===== config.mk =====
export PLATFORM = sky130hd
export DESIGN_NAME = uart_cmd_host
export DESIGN_NICKNAME = d
export VERILOG_FILES = /design/src/rtl/cmd_pkg.sv /design/src/rtl/rsp_timeout_cnt.sv /design/src/rtl/uart_cmd_host.sv
export SDC_FILE = /design/constraint.sdc
export NUM_CORES = 1
export LEC_CHECK = 0
export CORE_ASPECT_RATIO = 1.2
export CORE_MARGIN = 8
export CORE_UTILIZATION = 57
export DETAILED_ROUTE_END_ITERATION = 8
export MAX_ROUTING_LAYER = met4
export PLACE_DENSITY_LB_ADDON = 0.25
export SYNTH_ARGS = -nofsm -noshare
export SYNTH_HDL_FRONTEND = slang
export SYNTH_SLANG_ARGS = --single-unit

===== constraint.sdc =====
create_clock -name CLK -period 2.9 [get_ports CLK]
set_input_delay 0.58 -clock CLK [delete_from_list [all_inputs] [get_ports CLK]]
set_output_delay 0.58 -clock CLK [all_outputs]
set_load 0.01 [all_outputs]

===== src/rtl/cmd_pkg.sv =====
// Shared command-protocol definitions for the UART host and the
// system controller's decoder: opcodes, command types, FSM states.
package cmd_pkg;

   localparam logic [7:0] RF_WR_CMD    = 8'hAA;
   localparam logic [7:0] RF_RD_CMD    = 8'hBB;
   localparam logic [7:0] ALU_W_OP_CMD = 8'hCC;
   localparam logic [7:0] ALU_NOP_CMD  = 8'hDD;

   typedef enum logic [1:0] {
      RF_WR    = 2'd0,
      RF_RD    = 2'd1,
      ALU_W_OP = 2'd2,
      ALU_NOP  = 2'd3
   } cmd_type_e;

   typedef enum logic [1:0] {
      IDLE,
      SEND,
      WAIT_RSP,
      DONE
   } state_e;

   function automatic logic [2:0] frame_len(cmd_type_e t);
      logic [2:0] n;
      n = 3'd2;
      unique case (t)
         RF_WR:    n = 3'd3;
         RF_RD:    n = 3'd2;
         ALU_W_OP: n = 3'd4;
         ALU_NOP:  n = 3'd2;
      endcase
      return n;
   endfunction

   function automatic logic [1:0] rsp_len(cmd_type_e t);
      logic [1:0] n;
      n = 2'd0;
      unique case (t)
         RF_WR:    n = 2'd0;
         RF_RD:    n = 2'd1;
         ALU_W_OP: n = 2'd2;
         ALU_NOP:  n = 2'd2;
      endcase
      return n;
   endfunction

endpackage


===== src/rtl/rsp_timeout_cnt.sv =====
// Response timeout counter: counts while enabled, clear has priority,
// tc flags the last allowed cycle before a timeout.
module rsp_timeout_cnt #(
   parameter int TO_WIDTH       = 16,
   parameter int TIMEOUT_CYCLES = 50000
) (
   input  logic clk,
   input  logic rst_n,
   input  logic clr,
   input  logic en,
   output logic tc
);

   localparam logic [TO_WIDTH-1:0] LAST = TO_WIDTH'(TIMEOUT_CYCLES - 1);

   logic [TO_WIDTH-1:0] cnt;

   always_ff @(posedge clk or negedge rst_n) begin
      if (!rst_n) begin
         cnt <= '0;
      end else if (clr) begin
         cnt <= '0;
      end else if (en && !tc) begin
         cnt <= cnt + 1'b1;
      end
   end

   assign tc = (cnt == LAST);

endmodule


===== src/rtl/uart_cmd_host.sv =====
// Host-side command initiator: frames commands for a UART transmitter
// and gathers the response bytes from a UART receiver, with timeout.
import cmd_pkg::*;

module uart_cmd_host #(
   parameter int DATA_WIDTH     = 8,
   parameter int ADDR_WIDTH     = 4,
   parameter int TO_WIDTH       = 16,
   parameter int TIMEOUT_CYCLES = 50000
) (
   input  logic                    CLK,
   input  logic                    RST,
   input  logic                    CMD_VALID,
   output logic                    CMD_READY,
   input  logic [1:0]              CMD_TYPE,
   input  logic [ADDR_WIDTH-1:0]   CMD_ADDR,
   input  logic [DATA_WIDTH-1:0]   CMD_A,
   input  logic [DATA_WIDTH-1:0]   CMD_B,
   input  logic [3:0]              CMD_FUN,
   output logic [DATA_WIDTH-1:0]   TX_BYTE,
   output logic                    TX_VALID,
   input  logic                    TX_READY,
   input  logic [DATA_WIDTH-1:0]   RX_BYTE,
   input  logic                    RX_VALID,
   output logic [2*DATA_WIDTH-1:0] RSP_DATA,
   output logic                    RSP_VALID,
   output logic                    RSP_TIMEOUT,
   output logic                    RX_STRAY
);

   typedef logic [DATA_WIDTH-1:0] byte_t;

   state_e     state;
   cmd_type_e  c_type;
   byte_t      c_addr, c_a, c_b, c_fun;
   logic [1:0] idx, rx_cnt, nxt_rx;
   logic       last_tx;
   logic       to_clr, to_en, to_tc;

   function automatic byte_t frame_byte(
      cmd_type_e  t,
      logic [1:0] i,
      byte_t      addr,
      byte_t      a,
      byte_t      b,
      byte_t      fun
   );
      byte_t r;
      r = '0;
      unique case (t)
         RF_WR:
            case (i)
               2'd0:    r = byte_t'(RF_WR_CMD);
               2'd1:    r = addr;
               default: r = a;
            endcase
         RF_RD:
            case (i)
               2'd0:    r = byte_t'(RF_RD_CMD);
               default: r = addr;
            endcase
         ALU_W_OP:
            case (i)
               2'd0:    r = byte_t'(ALU_W_OP_CMD);
               2'd1:    r = a;
               2'd2:    r = b;
               default: r = fun;
            endcase
         ALU_NOP:
            case (i)
               2'd0:    r = byte_t'(ALU_NOP_CMD);
               default: r = fun;
            endcase
      endcase
      return r;
   endfunction

   assign last_tx = ({1'b0, idx} == (frame_len(c_type) - 3'd1));
   assign nxt_rx  = rx_cnt + 2'd1;

   // Counter only runs in WAIT_RSP; any received byte restarts it.
   assign to_clr = (state != WAIT_RSP) || RX_VALID;
   assign to_en  = (state == WAIT_RSP);

   rsp_timeout_cnt #(
      .TO_WIDTH       (TO_WIDTH),
      .TIMEOUT_CYCLES (TIMEOUT_CYCLES)
   ) u_to (
      .clk   (CLK),
      .rst_n (RST),
      .clr   (to_clr),
      .en    (to_en),
      .tc    (to_tc)
   );

   always_ff @(posedge CLK or negedge RST) begin
      if (!RST) begin
         state       <= IDLE;
         c_type      <= RF_WR;
         c_addr      <= '0;
         c_a         <= '0;
         c_b         <= '0;
         c_fun       <= '0;
         idx         <= '0;
         rx_cnt      <= '0;
         CMD_READY   <= 1'b1;
         TX_BYTE     <= '0;
         TX_VALID    <= 1'b0;
         RSP_DATA    <= '0;
         RSP_VALID   <= 1'b0;
         RSP_TIMEOUT <= 1'b0;
         RX_STRAY    <= 1'b0;
      end else begin
         RSP_VALID <= 1'b0;
         RX_STRAY  <= RX_VALID && (state != WAIT_RSP);
         unique case (state)
            IDLE: begin
               if (CMD_VALID) begin
                  c_type      <= cmd_type_e'(CMD_TYPE);
                  c_addr      <= byte_t'(CMD_ADDR);
                  c_a         <= CMD_A;
                  c_b         <= CMD_B;
                  c_fun       <= byte_t'(CMD_FUN);
                  idx         <= '0;
                  rx_cnt      <= '0;
                  RSP_DATA    <= '0;
                  RSP_TIMEOUT <= 1'b0;
                  CMD_READY   <= 1'b0;
                  TX_VALID    <= 1'b1;
                  TX_BYTE     <= frame_byte(cmd_type_e'(CMD_TYPE), 2'd0,
                                            byte_t'(CMD_ADDR), CMD_A,
                                            CMD_B, byte_t'(CMD_FUN));
                  state       <= SEND;
               end
            end
            SEND: begin
               if (TX_READY) begin
                  if (last_tx) begin
                     TX_VALID <= 1'b0;
                     if (rsp_len(c_type) == 2'd0) begin
                        RSP_VALID <= 1'b1;
                        state     <= DONE;
                     end else begin
                        state <= WAIT_RSP;
                     end
                  end else begin
                     idx     <= idx + 2'd1;
                     TX_BYTE <= frame_byte(c_type, idx + 2'd1, c_addr,
                                           c_a, c_b, c_fun);
                  end
               end
            end
            WAIT_RSP: begin
               if (RX_VALID) begin
                  if (rx_cnt == 2'd0)
                     RSP_DATA[DATA_WIDTH-1:0] <= RX_BYTE;
                  else
                     RSP_DATA[2*DATA_WIDTH-1:DATA_WIDTH] <= RX_BYTE;
                  rx_cnt <= nxt_rx;
                  if (nxt_rx == rsp_len(c_type)) begin
                     RSP_VALID <= 1'b1;
                     state     <= DONE;
                  end
               end else if (to_tc) begin
                  RSP_VALID   <= 1'b1;
                  RSP_TIMEOUT <= 1'b1;
                  state       <= DONE;
               end
            end
            DONE: begin
               CMD_READY <= 1'b1;
               state     <= IDLE;
            end
         endcase
      end
   end

endmodule


==> Yosys cells after proc, flatten, opt, wreduce, memory -nomap -nowiden <==
Cells that the tools add are included.
{ "word_totals": {"in_bits": 39, "output_inout_bits": 29, "reg_bits": 77} }
{ "classes": {"reduce_logical": 25, "add_sub_neg": 4, "n_mux": 54, "n_eq_ne": 26} }
{ "ops": {"columns": ["cell", "count"], "rows": [
  ["$mux W16", 4],
  ["$pmux W8 S4", 2],
  ["$mux W8", 7],
  ["$pmux W16 S2", 1],
  ["$pmux W8 S2", 2],
  ["$mux W2", 15],
  ["$pmux W8 S3", 1],
  ["$ne A2 B2 Y1 const B", 10],
  ["$reduce_and A4 Y1", 5],
  ["$add A16 B1 Y16 const B", 1],
  ["$eq A16 B16 Y1 const B", 1],
  ["$eq A2 B2 Y1 const B", 7],
  ["$mux W1", 13],
  ["$logic_not A2 Y1", 6],
  ["$pmux W3 S3", 1],
  ["$eq A2 B1 Y1 const B", 4],
  ["$pmux W1 S2", 4],
  ["$pmux W2 S2", 2],
  ["$pmux W2 S4", 1],
  ["$reduce_bool A2 Y1", 4],
  ["$ne A3 B3 Y1 const B", 2],
  ["$pmux W2 S3", 1],
  ["$reduce_and A5 Y1", 1],
  ["$add A2 B1 Y2 const B", 2],
  ["other kinds (9)", 12]
]} }

==> Longest topological paths before layout <==
{ "depth": {"ltp_word": 13, "ltp_mapped": 9, "ltp_nobuf": 7} }

==> Cells and area by module <==
A second synthesis with hierarchy kept.
{ "unflattened": {"hier_cells": 405, "hier_area_um2": 4121.5} }
{ "modules_own_cells": {"columns": ["module", "seq_area_each_um2", "area_per_inst_um2", "instances", "cells_each"], "rows": [
  ["uart_cmd_host", 1527.7, 3229.3, 1, 317],
  ["rsp_timeout_cnt", 400.4, 892.1, 1, 88]
]} }

==> Worst setup path before layout <==
OpenSTA, ideal clock, no wires.
{ "synth_path": {"path_kind": "flip-flop to flip-flop", "start": "register idx[0]", "end": "register TX_BYTE[1]", "path_buffers": 2, "period_less_slack_ps": 1714, "arrival_time_ps": 1592, "setup_time_ps": 122, "path_stages_with_launch": 9, "setup_slack_ps": 1186, "t_required_ps": 2778, "path_cell_list": "dfrtp_1 > buf_6 > inv_1 > ha_1 > buf_2 > nor2_1 > a21oi_1 > o221ai_1 > a32o_1"} }
{ "synth_via": {"elab_chain_len": 7, "word_cells_on_any_way": 15} }
{ "synth_lines": {"columns": ["element", "line", "text"], "rows": [
  ["start: declaration", "uart_cmd_host.sv:36", "logic [1:0] idx, rx_cnt, nxt_rx;"],
  ["start signal: assignment", "uart_cmd_host.sv:147", "idx <= idx + 2'd1;"],
  ["$add A2 B1 Y2", "uart_cmd_host.sv:148", "TX_BYTE <= frame_byte(c_type, idx + 2'd1, c_addr,"],
  ["$eq A2 B2 Y1 (tied with other cells)", "uart_cmd_host.sv:63", "case (i)"],
  ["$pmux W8 S3 (tied with other cells)", "uart_cmd_host.sv:63", null],
  ["$pmux W8 S4", "uart_cmd_host.sv:50", "unique case (t)"],
  ["$mux W8", "uart_cmd_host.sv:138", "if (last_tx) begin"],
  ["$mux W8", "uart_cmd_host.sv:137", "if (TX_READY) begin"],
  ["$pmux W8 S2", "uart_cmd_host.sv:116", "unique case (state)"],
  ["end signal: assignment", "uart_cmd_host.sv:130", "TX_BYTE <= frame_byte(cmd_type_e'(CMD_TYPE), 2'd0,"],
  ["end signal: assignment", "uart_cmd_host.sv:148", null],
  ["end: declaration", "uart_cmd_host.sv:20", "output logic [DATA_WIDTH-1:0] TX_BYTE,"]
]} }
Parallel ways exist; a longest one is shown, timed or not. The select of a mux whose other input is x is not followed.
A chain may end at the register's enable or synchronous reset.

==> Worst setup path after layout <==
{ "layout_path": {"start": "register c_type[0]", "end": "register TX_BYTE[7]"} }
{ "layout_via": {"elab_chain_len": 7, "word_cells_on_any_way": 14} }
{ "layout_lines": {"columns": ["element", "line", "text"], "rows": [
  ["start: declaration", "uart_cmd_host.sv:34", "cmd_type_e c_type;"],
  ["start signal: assignment", "uart_cmd_host.sv:119", "c_type <= cmd_type_e'(CMD_TYPE);"],
  ["$eq A2 B2 Y1 or $eq A2 B1 Y1 (tied branches)", "cmd_pkg.sv:27, uart_cmd_host.sv:50", null],
  ["$reduce_or A2 Y1 (no line)", null, null],
  ["$pmux W3 S3", "cmd_pkg.sv:27", "unique case (t)"],
  ["$sub A3 B1 Y3", "uart_cmd_host.sv:78", "assign last_tx = ({1'b0, idx} == (frame_len(c_type) - 3'd1));"],
  ["$eq A2 B3 Y1", "uart_cmd_host.sv:78", null],
  ["$ne A2 B2 Y1 (no line)", null, null],
  ["$reduce_and A4 Y1 (no line)", null, null]
]} }
Parallel ways exist; a longest one is shown, timed or not. The select of a mux whose other input is x is not followed.

==> summary.txt <==
Clock network
  • CTS buffer count: 9
  • CTS tree: built
  • Postcts setup bufs: 0
  • Post-CTS Hold Fix Bufs: 0
  • Post-cts sizing count: 0
  • CTS Sinks: 77
  • Clk_lat worst skew: 0.35 ns
  • Root buf cell: clkbuf_8
  • Clock Pin Slew Worst Setup and Hold Paths: 0.09 ns
  • CTS H-Tree Depth: 3
  • Worst-case clock buffer depth: 2

Place
  • HPWL Detailed: around 6200 um
  • Gpl congestion: around 0.83
  • Pre-CTS setup slack: 0.463 ns
  • PortBufs: between 60 and 70

Synth
  • Syn Area/Cell: 10.0 um^2
  • Top cell type's share of synthesized area: 47.9%
  • Synthesized area: 3970 um^2
  • Register bit total from synthesis: between 70 and 80
  • Yosys cell types: 58
  • Synth Warn #: 0
  • Most common cell in the netlist: dfrtp_1
  • Synth top cells by count: dfrtp_1, nand2_1, o21ai_0
  • Synth top area cells: dfrtp_1, mux2_2, nand2_1, o21ai_0, ha_1
  • Post-synth EDFFs: 0
  • Area leader, netlist: dfrtp_1
  • Post-synth top flop: dfrtp_1
  • Sequential-to-total area share from yosys stat: 48.5%
  • Mapped Cells: 396
  • Synth Net Count: approximately 450
  • FFs w/ async S/R, synth: 100%

Timing
  • RSZ-0062 raised after global routing: false
  • Peak Freq: 442 MHz
  • Final min period: about 2.3 ns
  • Setup violations, final: 0
  • Post-route setup slack: 0.640 ns
  • Setup tns final: 0 ns
  • Slew headroom: 37.1%
  • Worst slew pin tran: 0.943 ns
  • Final Cycle Share: between 70 and 80%
  • Final Hold Viols: 0
  • Pins Over Slew Limit: 0
  • Clock Skew: 0.0117 ns

Worst setup path
  • Setup crit start kind: register
  • CP Launch Point: c_type[0]
  • Crit path largest cell delay: 0.70 ns
  • Worst setup path class: reg -> reg
  • WP buf/inv: 0
  • Crit Reg-Reg Startpoint: c_type[0]
  • Reg2Reg Depth: 5
  • Slowest stage cell, crit path: o21ai_1
  • CP top delay family: compound AO/OA/AOI/OAI gates
  • Crit path required time: 3.14 ns
  • Setup crit end kind: register
  • Critical-path cell list: nor2b_1, a211oi_2, o21ai_1, a41oi_1, a21o_1
  • Crit-path max FO: 20
  • WP data arrival: 2.50 ns
  • Critical path depth: 5

Finish
  • FILL cells: 524
  • Final Net Count: 505
  • Ratio of cells with drive above 1 in the final layout: between 10 and 15%
  • Sequential Area: ~1900 um^2
  • Area Overhead vs Synth: 22.8%
  • Ant. Diodes: 0
  • Area occupied by multi-input gates: 1830 um^2
  • Final core occ: 71.6%

Route
  • # DRC: 0
  • Antenna viol nets, final: 0
  • Total routed wirelength: ~8800 um
  • DR vias/cell: 5.81
  • Pre-Repair DR Iteration Count: 5
  • Vias: 3179
  • Iter 0 DRT Violations: 273
  • DR WL/cell: between 15 and 20 um

GRT
  • GRT overflow: 0
  • GRT Overall Usage: 19.0%
  • Initial antenna violation count: 0
  • Vias in the first global route: 3136
  • Largest net degree at the start of global routing: 78
  • First-pass GRT wire length: 14900 um

Power and ir drop
  • Worst VDD drop: 0.683 mV
  • Static Leak: 0.00205 uW
  • Pwr Density: 1040 nW/um^2

Die
  • Io pins: 68
  • Die Wd: 92.2 um
  • DIE HEIGHT: 107 um
  • Core ar.: 6810 um^2
  • FP Rows: 33
  • Die area: around 10000 um^2
  • Initial core utilization: roughly three fifths

Run
  • Max cap viols: 0

Worst hold path
  • Min-delay worst type: in -> async

Outcome
  • Status: finished, final reports clean
## flip-flops by register name, summed over array words and instances (netlist names)
name and count:
rx_cnt 2, RSP_DATA 16, TX_BYTE 8, CMD_READY 1
c_b 8, c_fun 4, state 2, RX_STRAY 1
idx 2, c_addr 4, c_type 2, c_a 8
u_to.cnt 16, RSP_TIMEOUT 1, TX_VALID 1, RSP_VALID 1
## cells in the final DEF, fill, tap and decap left out, drive strengths merged, types with 10 or more instances in the layout
cell type,count
clkbuf,10
inv,24
o21ai,33
mux2,25
ha,10
clkdlybuf4s50,66
nor2,28
nand3,23
dfrtp,76
a21oi,12
nand2,43
## cell type report
cell class	instances	share of cell area (%)
clock buffer	10	2.62
multi-input combinational	272	37.5
inverter	23	1.77
tap	87	2.23
clock inverter	5	1.72
sequential	77	39.5
timing repair buffer	73	14.6
## cells by family (layout without fill, tap and decap cells)
family / Yosys count / count (layout) / synth area share [%]
buffers and inverters: 47 / 111 / 5.38
flip-flops: 77 / 77 / 48.5
AO/OA/AOI/OAI: 87 / 87 / 14.9
AND/OR/NAND/NOR: 129 / 129 / 16.2
XOR/XNOR: 16 / 16 / 3.53
multiplexers: 30 / 30 / 8.34
adder cells (fa/ha/maj): 10 / 10 / 3.15
## worst paths after layout
kind / endpoint / slack, ns
worst min register to register: RSP_DATA[9] / 0.49
max in group asynchronous: u_to.cnt[4] / 1.92
worst max register to register: TX_BYTE[7] / 0.64
min in group CLK: RSP_DATA[9] / 0.49
worst min-delay path: u_to.cnt[11] / 0.38
worst max-delay path: TX_BYTE[7] / 0.64
## power breakdown
part,internal [uW],total [uW],switching [uW],leakage (uW)
clock,483,881,398,0.0000990
sequential,1500,1830,337,0.000983
combinational,1130,2360,1230,0.000971
## per-stage QoR
| stage | total power, uW | instances | instance area [um^2] | hold WS, ns |
|---|---|---|---|---|
| floorplan | 3340 | 396 | 3970 | 0.284 |
| global placement | 4090 | 532 | 4670 | 0.463 |
| detailed placement | 4180 | 532 | 4670 | 0.475 |
| CTS | 5080 | 547 | 4880 | 0.409 |
| global route | 5410 | 547 | 4880 | 0.468 |
| finish | 5070 | 547 | 4880 | 0.378 |
## metal layers
| layer | part of all wire, % | vias to the layer above | global-route usage [%] |
|---|---|---|---|
| met5 | 0 | - | - |
| met4 | 1.8 | 0 | 7.50 |
| met3 | 5.8 | 20 | 4.33 |
| met2 | 47 | 113 | 28.5 |
| met1 | 45 | 1545 | 24.5 |
| li1 | - | 1501 | - |
Power figures use the tool's default switching activity.
